`src/rtl/processor_n_pkg.sv`:
```
// processor_n_pkg: opcodes, FSM encoding and control-word field layout shared by the datapath
package processor_n_pkg;
  localparam logic [3:0] OP_ADD = 4'd0;
  localparam logic [3:0] OP_SUB = 4'd1;
  localparam logic [3:0] OP_AND = 4'd2;
  localparam logic [3:0] OP_OR = 4'd3;
  localparam logic [3:0] OP_XOR = 4'd4;
  localparam logic [3:0] OP_PASS = 4'd5;
  localparam logic [3:0] OP_SHL = 4'd6;
  localparam logic [3:0] OP_SHR = 4'd7;
  localparam logic [3:0] OP_MUL = 4'd8;
  localparam logic [1:0] S_IDLE = 2'd0;
  localparam logic [1:0] S_EXEC = 2'd1;
  localparam logic [1:0] S_MUL = 2'd2;
  localparam logic [1:0] S_WB = 2'd3;
  localparam int F_A_SRC = 0;
  localparam int F_A_REG = 1;
  function automatic int f_b_src(input int rw);
    return 1 + rw;
  endfunction
  function automatic int f_b_reg(input int rw);
    return 2 + rw;
  endfunction
  function automatic int f_op(input int rw);
    return 2 + 2 * rw;
  endfunction
  function automatic int f_cin(input int rw);
    return 6 + 2 * rw;
  endfunction
  function automatic int f_dest_en(input int rw);
    return 7 + 2 * rw;
  endfunction
  function automatic int f_dest_reg(input int rw);
    return 8 + 2 * rw;
  endfunction
  function automatic int f_f_en(input int rw);
    return 8 + 3 * rw;
  endfunction
  function automatic int ctrl_w(input int rw);
    return 9 + 3 * rw;
  endfunction
endpackage

```
`src/rtl/processor_n_alu.sv`:
```
// alu_n: single-cycle combinational ALU for ops 0-7; any other code yields zero with clear flags
module alu_n
  import processor_n_pkg::*;
#(
  parameter int WIDTH = 8
) (
  input  logic [WIDTH-1:0] a,
  input  logic [WIDTH-1:0] b,
  input  logic [3:0]       op,
  input  logic             cin,
  output logic [WIDTH-1:0] res,
  output logic             c4,
  output logic             c8,
  output logic             v
);
  localparam int H = WIDTH / 2;
  logic [WIDTH-1:0] bb;
  logic [WIDTH:0] sum;
  always_comb begin
    bb = op == OP_SUB ? ~b : b;
    sum = {1'b0, a} + {1'b0, bb} + (WIDTH + 1)'(cin);
    res = '0;
    c4 = 1'b0;
    c8 = 1'b0;
    v = 1'b0;
    case (op)
      OP_ADD, OP_SUB: begin
        res = sum[WIDTH-1:0];
        // carry into bit H equals the carry out of the low half
        c4 = a[H] ^ bb[H] ^ sum[H];
        c8 = sum[WIDTH];
        v = (a[WIDTH-1] == bb[WIDTH-1]) && (sum[WIDTH-1] != a[WIDTH-1]);
      end
      OP_AND: res = a & b;
      OP_OR: res = a | b;
      OP_XOR: res = a ^ b;
      OP_PASS: res = a;
      OP_SHL: begin
        res = {a[WIDTH-2:0], cin};
        c8 = a[WIDTH-1];
        v = a[WIDTH-1] ^ a[WIDTH-2];
      end
      OP_SHR: begin
        res = {cin, a[WIDTH-1:1]};
        c8 = a[0];
      end
      default: res = '0;
    endcase
  end
endmodule

```
`src/rtl/processor_n.sv`:
```
// processor_n: A/B input regs, temp register file, registered F/flags, handshaked ALU and shift-add multiply
module processor_n
  import processor_n_pkg::*;
#(
  parameter int WIDTH = 8,
  parameter int NREG = 4,
  localparam int RW = $clog2(NREG),
  localparam int CW = ctrl_w(RW)
) (
  input  logic             SYSTEM_CLK,
  input  logic             RESET,
  input  logic [WIDTH-1:0] DATA_IN_A,
  input  logic [WIDTH-1:0] DATA_IN_B,
  input  logic             LOAD_IN,
  input  logic             CTRL_VALID,
  output logic             CTRL_READY,
  input  logic [CW-1:0]    CTRL_WORD,
  output logic [WIDTH-1:0] DATA_OUT,
  output logic [4:0]       STATUS_BITS,
  output logic             DONE
);
  localparam int NW = $clog2(WIDTH) + 1;
  localparam int BS = f_b_src(RW);
  localparam int BR = f_b_reg(RW);
  localparam int OPF = f_op(RW);
  localparam int CI = f_cin(RW);
  localparam int DE = f_dest_en(RW);
  localparam int DR = f_dest_reg(RW);
  localparam int FE = f_f_en(RW);
  logic [1:0] state;
  logic [WIDTH-1:0] in_a, in_b, a_q, b_q, f, a_sel, b_sel, alu_res, res;
  logic [WIDTH-1:0] tmp [NREG];
  logic [3:0] op_q;
  logic [RW-1:0] dr_q;
  logic cin_q, de_q, fe_q, c4, c8, z, v, done, wb, mul_hi, alu_c4, alu_c8, alu_v;
  logic [2*WIDTH-1:0] acc, mc;
  logic [NW-1:0] cnt;
  alu_n #(.WIDTH(WIDTH)) u_alu (
    .a(a_q),
    .b(b_q),
    .op(op_q),
    .cin(cin_q),
    .res(alu_res),
    .c4(alu_c4),
    .c8(alu_c8),
    .v(alu_v)
  );
  always_comb begin
    a_sel = CTRL_WORD[F_A_SRC] ? tmp[CTRL_WORD[F_A_REG +: RW]] : in_a;
    b_sel = CTRL_WORD[BS] ? tmp[CTRL_WORD[BR +: RW]] : in_b;
    wb = state == S_EXEC || state == S_WB;
    mul_hi = |acc[2*WIDTH-1:WIDTH];
    res = state == S_WB ? acc[WIDTH-1:0] : alu_res;
  end
  assign CTRL_READY = state == S_IDLE && !RESET;
  assign DATA_OUT = f;
  assign STATUS_BITS = {v, f == '0, z, c8, c4};
  assign DONE = done;
  always_ff @(posedge SYSTEM_CLK) begin
    if (RESET) begin
      state <= S_IDLE;
      in_a <= '0;
      in_b <= '0;
      f <= '0;
      c4 <= 1'b0;
      c8 <= 1'b0;
      z <= 1'b0;
      v <= 1'b0;
      done <= 1'b0;
      for (int i = 0; i < NREG; i++) tmp[i] <= '0;
    end else begin
      if (LOAD_IN) begin
        in_a <= DATA_IN_A;
        in_b <= DATA_IN_B;
      end
      done <= wb;
      if (wb) begin
        if (de_q) tmp[dr_q] <= res;
        if (fe_q) f <= res;
        c4 <= state == S_WB ? 1'b0 : alu_c4;
        c8 <= state == S_WB ? mul_hi : alu_c8;
        v <= state == S_WB ? mul_hi : alu_v;
        z <= res == '0;
      end
      case (state)
        S_IDLE: if (CTRL_VALID) begin
          a_q <= a_sel;
          b_q <= b_sel;
          op_q <= CTRL_WORD[OPF +: 4];
          cin_q <= CTRL_WORD[CI];
          de_q <= CTRL_WORD[DE];
          dr_q <= CTRL_WORD[DR +: RW];
          fe_q <= CTRL_WORD[FE];
          acc <= '0;
          mc <= {{WIDTH{1'b0}}, a_sel};
          cnt <= '0;
          state <= CTRL_WORD[OPF +: 4] == OP_MUL ? S_MUL : S_EXEC;
        end
        // multiplier bits are consumed LSB-first from b_q while the multiplicand walks left
        S_MUL: begin
          acc <= acc + (b_q[0] ? mc : '0);
          mc <= mc << 1;
          b_q <= b_q >> 1;
          cnt <= cnt + NW'(1);
          if (cnt == NW'(WIDTH - 1)) state <= S_WB;
        end
        default: state <= S_IDLE;
      endcase
    end
  end
endmodule

```
`config.mk`:
```
export PLATFORM = sky130hd
export DESIGN_NAME = processor_n
export DESIGN_NICKNAME = d
export VERILOG_FILES = /design/src/rtl/processor_n_pkg.sv /design/src/rtl/processor_n_alu.sv /design/src/rtl/processor_n.sv
export SDC_FILE = /design/constraint.sdc
export NUM_CORES = 1
export LEC_CHECK = 0
export CAP_MARGIN = 20
export CORE_MARGIN = 3
export CORE_UTILIZATION = 25
export DETAILED_ROUTE_END_ITERATION = 8
export MAX_ROUTING_LAYER = met4
export SYNTH_ARGS = -nofsm -noshare
export SYNTH_HDL_FRONTEND = slang
export SYNTH_SLANG_ARGS = --single-unit
```
`constraint.sdc`:
```
create_clock -name SYSTEM_CLK -period 5.7 [get_ports SYSTEM_CLK]
set_clock_uncertainty 0.2 [all_clocks]
set_input_delay 0.57 -clock SYSTEM_CLK [delete_from_list [all_inputs] [get_ports SYSTEM_CLK]]
set_output_delay 0.57 -clock SYSTEM_CLK [all_outputs]
set_load 0.02 [all_outputs]
```
==> out/metrics.cfg, run 1 <==
[run_status]
status=finished, final reports clean

[logic_synthesis]
synth_area_leaders=edfxtp_1 (38%), dfxtp_1 (8.4%), ha_1 (6.6%)
synth_edf_count=93
avgSynthCellArea_um2=10.8
yosys_warnings=0
yosysTopAreaCell=edfxtp_1
ys.flop_type=edfxtp_1
async_flop_share=0
yosys.cell_types.count=73
synth_nets=756
ys_seq_area_frac=0.465
postSynthCellCount=679
netlist_area_mm2=0.00735
ys_seq_elements=124
synth_top_cell_area_share=0.380

[grt]
grt_overflow=0
grt_pass1_wl_mm=30.0
grt_pass1_vias=5182
grt_start_max_net_pins=46
antenna_found_initial=0
grt.total_usage=0.129

[final_layout]
syn_to_final_growth_pct=18.2
final_area_mm2=0.00868
final_common_cell=nor2_1
final_cell_mix=nor2_1 (116), edfxtp_1 (93), clkdlybuf4s50_1 (49), ha_1 (39), nand2_1 (34)
fin_nets=790
antenna_cells=0
drive_above_1_share=0.114

[sta]
fmax_mhz=245
worst_pin_slew_ns=1.05
hold_viol_final=0
fin_crit_sh=0.716
post-route-min-period_ns=4.08
slew_headroom=0.303
rsz0062_at_grt=false
setup_violations=0
fin_setup_tns_ns=0
maxSlewViolCount=0
setup_slack_ns=1.62

[setup_path]
cp-start-kind=register
crit_arrival_ns=4.19
cp_max_fo=21
crit_buf_inv=1
end_kind=register
crit_type=reg2reg
critPathSlowestCell=edfxtp_1
critPathRequiredTime_ns=5.80
worstPathCellList=nor3_4, and2_1, xnor2_1, fa_1, inv_1, fa_1, a211oi_2, o21ai_1, a21oi_1, xnor2_1, a31oi_4, o21a_1, nor2_1
max_stage_delay_ns=0.69
crit_family=compound AO/OA/AOI/OAI gates

[cts]
cts_resized=0
clkTransAtPathRegs_ns=0.06
clk_latency_ns=0.43
cts_tree=done
root_buffer=clkbuf_16
h-tree-depth=4
postCtsSetupRepairBufs=0
cts_inserted_buffers=17
clkSinkCount=124
cts_hold_buf=0
cts_buffer_depth=2

[placed_design]
hpwlAfterDp_mm=13.7
dpl_cell_area_mm2=0.00814
numPortBuffers=49
place_ws_ns=1.64
gp_congestion=0.917

[hold_path]
hp-class=reg2reg

[floorplanning]
coreArea_mm2=0.0289
die_width_um=177
die_area_mm2=0.0315
start_util=0.255
die_height_um=177
num_io_pins=50
rows=62

[drt]
vias_per_cell=4.73
drc=0
vias=5251
ant_nets=0
drt_first_iter_violations=464
wl_per_cell_um=17.1
drt-total-wl_mm=19.0
first_pass_iters=5

[power]
power_density_mw_per_mm2=268
vdd_drop_max_mv=0.204
leakage_nw=3.24
power_mw=2.33

[job]
cap_viol_max_count=0

## synth_stat cells, types with 4 or more instances
master / number
a21o_1: 9
a21oi_1: 20
a221oi_1: 4
a31oi_1: 4
and2_1: 28
and3_1: 4
buf_2: 8
buf_4: 6
clkbuf_1: 22
dfxtp_1: 31
edfxtp_1: 93
ha_1: 39
inv_1: 26
mux2_2: 9
mux2i_1: 29
mux4_2: 16
nand2_1: 34
nand2b_1: 16
nand3_1: 6
nand3b_1: 7
nand4_1: 5
nor2_1: 116
nor2b_1: 7
nor3_1: 5
nor3b_1: 4
o21a_1: 6
o21ai_0: 24
o21ai_1: 9
xnor2_1: 17
xor2_1: 9
## per-stage QoR
step / std cells / hold slack (ns) / utilization
2_1_floorplan: 679 / 0.226 / -
3_3_place_gp: 1077 / 0.254 / 0.282
3_5_place_dp: 1077 / 0.255 / 0.282
4_1_cts: 1109 / 0.268 / 0.300
5_1_grt: 1110 / 0.295 / 0.301
6_report: 1110 / 0.264 / 0.301
## flip-flops by register name, indices dropped and copies added (netlist names), 2 cells and up
name,cells
dr_q,2
b_q,8
tmp,32
state,2
DATA_OUT,8
in_a,8
acc,16
op_q,4
mc,16
in_b,8
cnt,4
a_q,8
## kinds of logic after synthesis
logic type,count (synthesis),synth area share
buf+inv,67,0.0439
compound gates,112,0.110
mux,59,0.111
fa+ha+maj,42,0.0746
simple gates,249,0.165
flops,124,0.465
xor+xnor,26,0.0310
## tightest hold or removal path, stage by stage, from the launching register on
cell and delay [ns]:
dfxtp_1 0.33, nand2_1 0.05, o21ai_0 0.06
## final cells by class
| cell class | instances | area (µm²) |
|---|---|---|
| fillers | 2993 | 20200 |
| multi-input cells | 488 | 3610 |
| flip-flops and latches | 124 | 3410 |
| repair buffers | 56 | 551 |
| well taps | 384 | 480 |
| clock buffers | 18 | 429 |
| inverters | 26 | 97.6 |
| clock inverters | 14 | 96.3 |
## final timing paths
check | from | end | slack (ns) | cells after the start
max | op_q[1]$_DFFE_PP_ | DATA_OUT[6]$_SDFFE_PP0P_ | 1.62 | 13
min | v$_SDFFE_PP0N_ | v$_SDFFE_PP0N_ | 0.26 | 2
min reg2reg | v$_SDFFE_PP0N_ | v$_SDFFE_PP0N_ | 0.26 | 2
max reg2reg | op_q[1]$_DFFE_PP_ | DATA_OUT[6]$_SDFFE_PP0P_ | 1.62 | 13
## power breakdown
part	switching [mW]	internal [mW]	leakage, nW
registers	0.0375	1.01	1.17
logic	0.162	0.137	1.81
clock network	0.423	0.553	0.258
## layer usage
metal  global-route usage  vias to the layer above  part of all wire
li1                     -                     2533                 -
met1                0.169                     2522              0.46
met2                0.199                      165              0.47
met3               0.0237                       31             0.045
met4               0.0520                        0             0.022
met5                    -                        -                 0
Power figures use the tool's default switching activity.
==> inputs of run 2 (changes only) <==
==> constraint.sdc (replaced) <==
create_clock -name SYSTEM_CLK -period 3.5 [get_ports SYSTEM_CLK]
set_clock_uncertainty 0.2 [all_clocks]
set_input_delay 0.35 -clock SYSTEM_CLK [delete_from_list [all_inputs] [get_ports SYSTEM_CLK]]
set_output_delay 0.35 -clock SYSTEM_CLK [all_outputs]
set_load 0.02 [all_outputs]
==> run 2 against run 1 <==
Effect of this change:
- count of clock-buffer cells in the layout fell by 1
- design area rose by 1.9%
- cell count increased by 1.2%
- critical endpoint is now tmp[0][6]$_SDFFCE_PN0P_
- worst hold slack improved by 0.014 ns
- die area unchanged
- worst setup slack got worse by 1.4 ns
- utilization is 0.57 points higher
- flip-flop and latch count unchanged
- global-route usage is 0.34 points lower
- largest power group unchanged
- non-clock buffer count increased by 13
- sequential power increased by 62%
- fmax up 25%
- largest cell class unchanged
==> out/metrics.cfg, run 2 (synthesis gave the netlist of run 1 again) <==
[placed_design]
numPortBuffers=49
place_ws_ns=0.255
hpwlAfterDp_mm=14.2
gp_congestion=0.892
dp.cells=1090

[floorplanning]
die_area_mm2=0.0315
rows=62
start_util=0.255
die_height_um=177
num_io_pins=50
die_width_um=177
coreArea_mm2=0.0289

[drt]
drt_first_iter_violations=336
ant_nets=0
vias_per_cell=4.70
drc=0
vias=5281
wl_per_cell_um=16.7
first_pass_iters=5
drt-total-wl_mm=18.7

[cts]
cts_buffer_depth=2
clkTransAtPathRegs_ns=0.06
cts_tree=done
root_buffer=clkbuf_16
clk_latency_ns=0.42
clkSinkCount=124
h-tree-depth=4
cts_inserted_buffers=17

[grt]
grt_pass1_wl_mm=29.4
antenna_found_initial=0
grt_overflow=0
grt.total_usage=0.126
grt_start_max_net_pins=39
grt_pass1_vias=5252

[setup_path]
crit_arrival_ns=3.23
critPathRequiredTime_ns=3.47
crit_type=reg2reg
rrSetupSlack_ns=0.24
crit_start=op_q[1]$_DFFE_PP_
worst-r2r-cell-count=12
r2r-start=op_q[1]$_DFFE_PP_
cp_max_fo=6
rr_endpoint=tmp[0][6]$_SDFFCE_PN0P_
end_kind=register
cp-start-kind=register

[hold_path]
whs_endpoint=de_q$_DFFE_PP_
hp-class=in2reg
holdCritStartpoint=CTRL_WORD[11]
hold_depth=1

[power]
vdd_drop_max_mv=0.502
power_density_mw_per_mm2=442
power_mw=3.91
leakage_nw=3.32

[sta]
post-route-min-period_ns=3.26
worst_pin_slew_ns=0.681
fin_setup_tns_ns=0
maxSlewViolCount=0
hold_viol_final=0
fmax_mhz=307
setup_slack_ns=0.241
fin_hold_ws_ns=0.278
slew_headroom=0.542
rsz0062_at_grt=false
setup_violations=0
fin_crit_sh=0.931

[final_layout]
syn_to_final_growth_pct=20.4
top_register=tmp
largest_reg_flops=32
drive_above_1_share=0.138
fin_nets=803
final_common_cell=nor2_1
antenna_cells=0
final_cell_mix=nor2_1 (116), edfxtp_1 (93), clkdlybuf4s50_1 (49), ha_1 (39), nand2_1 (34)
reg_top3=tmp x32, acc x16, mc x16
fin_cells=1123

[run_status]
status=finished, final reports clean

[job]
cap_viol_max_count=0

run 2: changes by cell type in the layout (fill, tap and decap cells not counted), sizes merged:
cell,previous run,this run
clkbuf,18,17
clkinvlp,2,3
clkinv,10,4
inv,28,34
buf,7,20
run 2: final cells by class:
cell class / count / area, µm²
fillers: 2973 / 20000
multi-input cells: 488 / 3620
flip-flops and latches: 124 / 3410
repair buffers: 69 / 653
well taps: 384 / 480
clock buffers: 17 / 425
clock inverters: 15 / 150
inverters: 26 / 97.6
run 2: routing by layer:
layer | global-route usage | share of wire | vias to the layer above
li1 | - | - | 2550
met1 | 0.160 | 0.46 | 2584
met2 | 0.205 | 0.49 | 125
met3 | 0.0201 | 0.038 | 22
met4 | 0.0412 | 0.013 | 0
met5 | - | 0 | -
run 2: through the flow:
| stage | utilization | instance area, µm² |
|---|---|---|
| 2_1_floorplan | - | 7350 |
| 3_3_place_gp | 0.286 | 8250 |
| 3_5_place_dp | 0.286 | 8250 |
| 4_1_cts | 0.306 | 8830 |
| 5_1_grt | 0.306 | 8840 |
| 6_report | 0.306 | 8840 |
run 2: worst max path at each step:
stage          slack (ns)                        to
3_5_place_dp         0.25   tmp[1][6]$_SDFFCE_PN0P_
5_1_grt              0.06   tmp[1][6]$_SDFFCE_PN0P_
2_1_floorplan        0.02  DATA_OUT[6]$_SDFFE_PP0P_
6_report             0.24   tmp[0][6]$_SDFFCE_PN0P_
3_3_place_gp         0.32  DATA_OUT[6]$_SDFFE_PP0P_
4_1_cts              0.22   tmp[1][6]$_SDFFCE_PN0P_
run 2: where the power goes:
part	total (mW)	switching, mW	internal (mW)
logic	0.504	0.272	0.232
registers	1.70	0.0523	1.65
clock network	1.70	0.755	0.945
run 2: worst max-delay path: stages (launching register included):
cell	delay [ns]
edfxtp_1	0.43
nor3_4	0.23
and2_4	0.17
xnor2_1	0.14
fa_2	0.25
inv_1	0.05
fa_2	0.35
a211oi_2	0.30
o21ai_1	0.14
a21oi_2	0.19
xnor2_1	0.12
a31oi_4	0.33
nor2_1	0.09
run 2: repair_timing:
| item | 4_1_cts | 5_1_grt |
|---|---|---|
| gates resized for setup | 0 | 3 |
| endpoints found under the setup margin | 0 | 3 |
| buffers inserted | 0 | 1 |
| hold buffers | 0 | 0 |
==> inputs of run 3 (changes only) <==
--- a/config.mk
+++ b/config.mk
@@ -5,7 +5,6 @@
 export SDC_FILE = /design/constraint.sdc
 export NUM_CORES = 1
 export LEC_CHECK = 0
-export CAP_MARGIN = 20
 export CORE_MARGIN = 3
 export CORE_UTILIZATION = 25
 export DETAILED_ROUTE_END_ITERATION = 8
==> results of run 3 <==
No change in the layout: final DEF, timing and power equal those of run 2.
==> edit: new RTL, settings of run 2 <==
The parameter `NREG` goes from 4 to 8.
--- a/src/rtl/processor_n.sv
+++ b/src/rtl/processor_n.sv
@@ -3,7 +3,7 @@
   import processor_n_pkg::*;
 #(
   parameter int WIDTH = 8,
-  parameter int NREG = 4,
+  parameter int NREG = 8,
   localparam int RW = $clog2(NREG),
   localparam int CW = ctrl_w(RW)
 ) (
Ports: changed (resized CTRL_WORD); port bits go from 50 to 53. The function was not compared with the original's and may differ.
==> edit against run 2 <==
  * Final area is 21% higher
  * Fmax rose by 0.98%
  * Worst hold slack lost 0.0074 ns
  * Routed wire length grew 24%
  * Worst setup slack gained 0.032 ns
  * Combinational power up 17%
  * Cell count rose by 17%
  * Synthesized area is 22% higher
  * Power grew 17%
  * Synthesized cell count increased by 15%
  * Critical path type unchanged
  * Sequential cell count up 33
  * Via count grew 18%
==> edit: results (changes against run 2) <==
layout:
  n_fill_cell: 3578  # +20%
  seq_area_um2: 4400  # +29%
  top_regs: "tmp x64, acc x16, mc x16"
  nNonClkInverters: 28  # +7.7%
  fin_area_um2: 10700  # +21%
  clk_share_pct: 5.42  # -1.1 points
  buf_share_pct: 7.21  # -0.18 points
  multi_input_cells: 554  # +14%
  multi_input_area_um2: 4240  # +17%
  nNonClkBuffers: 85  # +23%
logic_synthesis:
  synth-edff-count: 126  # +35%
  synth.net_count: 864  # +14%
  ys_ff_latch: 157  # +27%
  ys_top_cells_by_area: "edfxtp_1, mux4_2, dfxtp_1, nor2_1, ha_1"
  ys_seq_area_share_pct: 49.3  # +2.8 points
  synth_commonest_cells: "nor2_1, edfxtp_1, mux2i_1"
  synth_area_per_cell_um2: 11.4  # +5.4%
power_and_ir_drop:
  p_int_mw: 3.37  # +19%
  ir_drop_v: 0.000254  # -49%
placed_design:
  gp_congestion: 0.874  # -2.1%
  place_area_um2: 10100  # +22%
  place_hpwl_um: 16900  # +19%
  io_buffer_count: 52  # +6.1%
  dp_slack_ns: 0.334  # +0.0798 ns
  place_inst: 1279  # +17%
routing:
  drt_iter0_drc: 556  # +65%
  wl_per_cell_um: 17.7  # +6.2%
run_status:
  status: "completed"
die:
  coreArea_um2: 34900  # +21%
global_route:
  track_usage_pct: 12.7  # +0.088 points
  grt_pass1_wl_um: 36100  # +23%
  grt_pass1_vias: 6304  # +20%
  grt_max_degree: 46  # +18%
worst_setup_path:
  slowest_delay_ns: 0.48  # +0.05 ns
  arrival_ns: 3.35  # +0.12 ns
  crit_fanout: 2  # -4
  cp_slowest_cell: "fa_1"
-- edit: cell count changes in the layout (fill, tap and decap cells not counted), moves of 10 or more --
cell             run 2  this run
nor3_1               5        15
mux4_2              16        33
a21oi_1             19        35
mux2i_1             29        43
buf_4               19        33
edfxtp_1            93       126
nor2_1             116       134
-- edit: logic make-up after synthesis --
| group | share of synthesized area (%) |
|---|---|
| and+or+nand+nor | 14.8 |
| DFF | 49.3 |
| AOI/OAI and AO/OA | 9.94 |
| muxes | 14.0 |
| buffers and inverters | 3.65 |
| adders and majority gates | 6.13 |
| xor gates and xnor gates | 2.16 |
-- edit: final timing paths --
kind / startpoint / end / slack, ns / cells past startpoint
worst min register to register: c4$_SDFFE_PP0N_ / c4$_SDFFE_PP0N_ / 0.28 / 2
worst max register to register: op_q[2]$_DFFE_PP_ / z$_SDFFE_PP0N_ / 0.27 / 12
worst min-delay path: CTRL_WORD[16] / dr_q[2]$_DFFE_PP_ / 0.27 / 1
worst max-delay path: op_q[2]$_DFFE_PP_ / z$_SDFFE_PP0N_ / 0.27 / 12
-- edit: critical path: cells and delay by family, from the launching register on --
family,cells,cell delay (ns)
buffers and inverters,1,0.05
DFF,1,0.42
AOI/OAI and AO/OA,3,0.45
and+or+nand+nor,5,1.17
adders and majority gates,2,0.70
xor gates and xnor gates,1,0.14
-- edit: power groups by stage --
stage               logic, mW  registers (mW)  clock network, mW
global route            0.652            2.16               1.95
CTS                     0.597            2.15               1.87
global placement        0.589            2.19                  0
detailed placement      0.592            2.20                  0
floorplan               0.405            2.17                  0
finish                  0.591            2.15               1.84
-- edit: per-layer routing --
metal / global-route usage, % / wire length [um]
met1: 15.7 / 10100
met5: - / 0
met3: 2.47 / 1320
met2: 20.3 / 11000
met4: 5.41 / 858
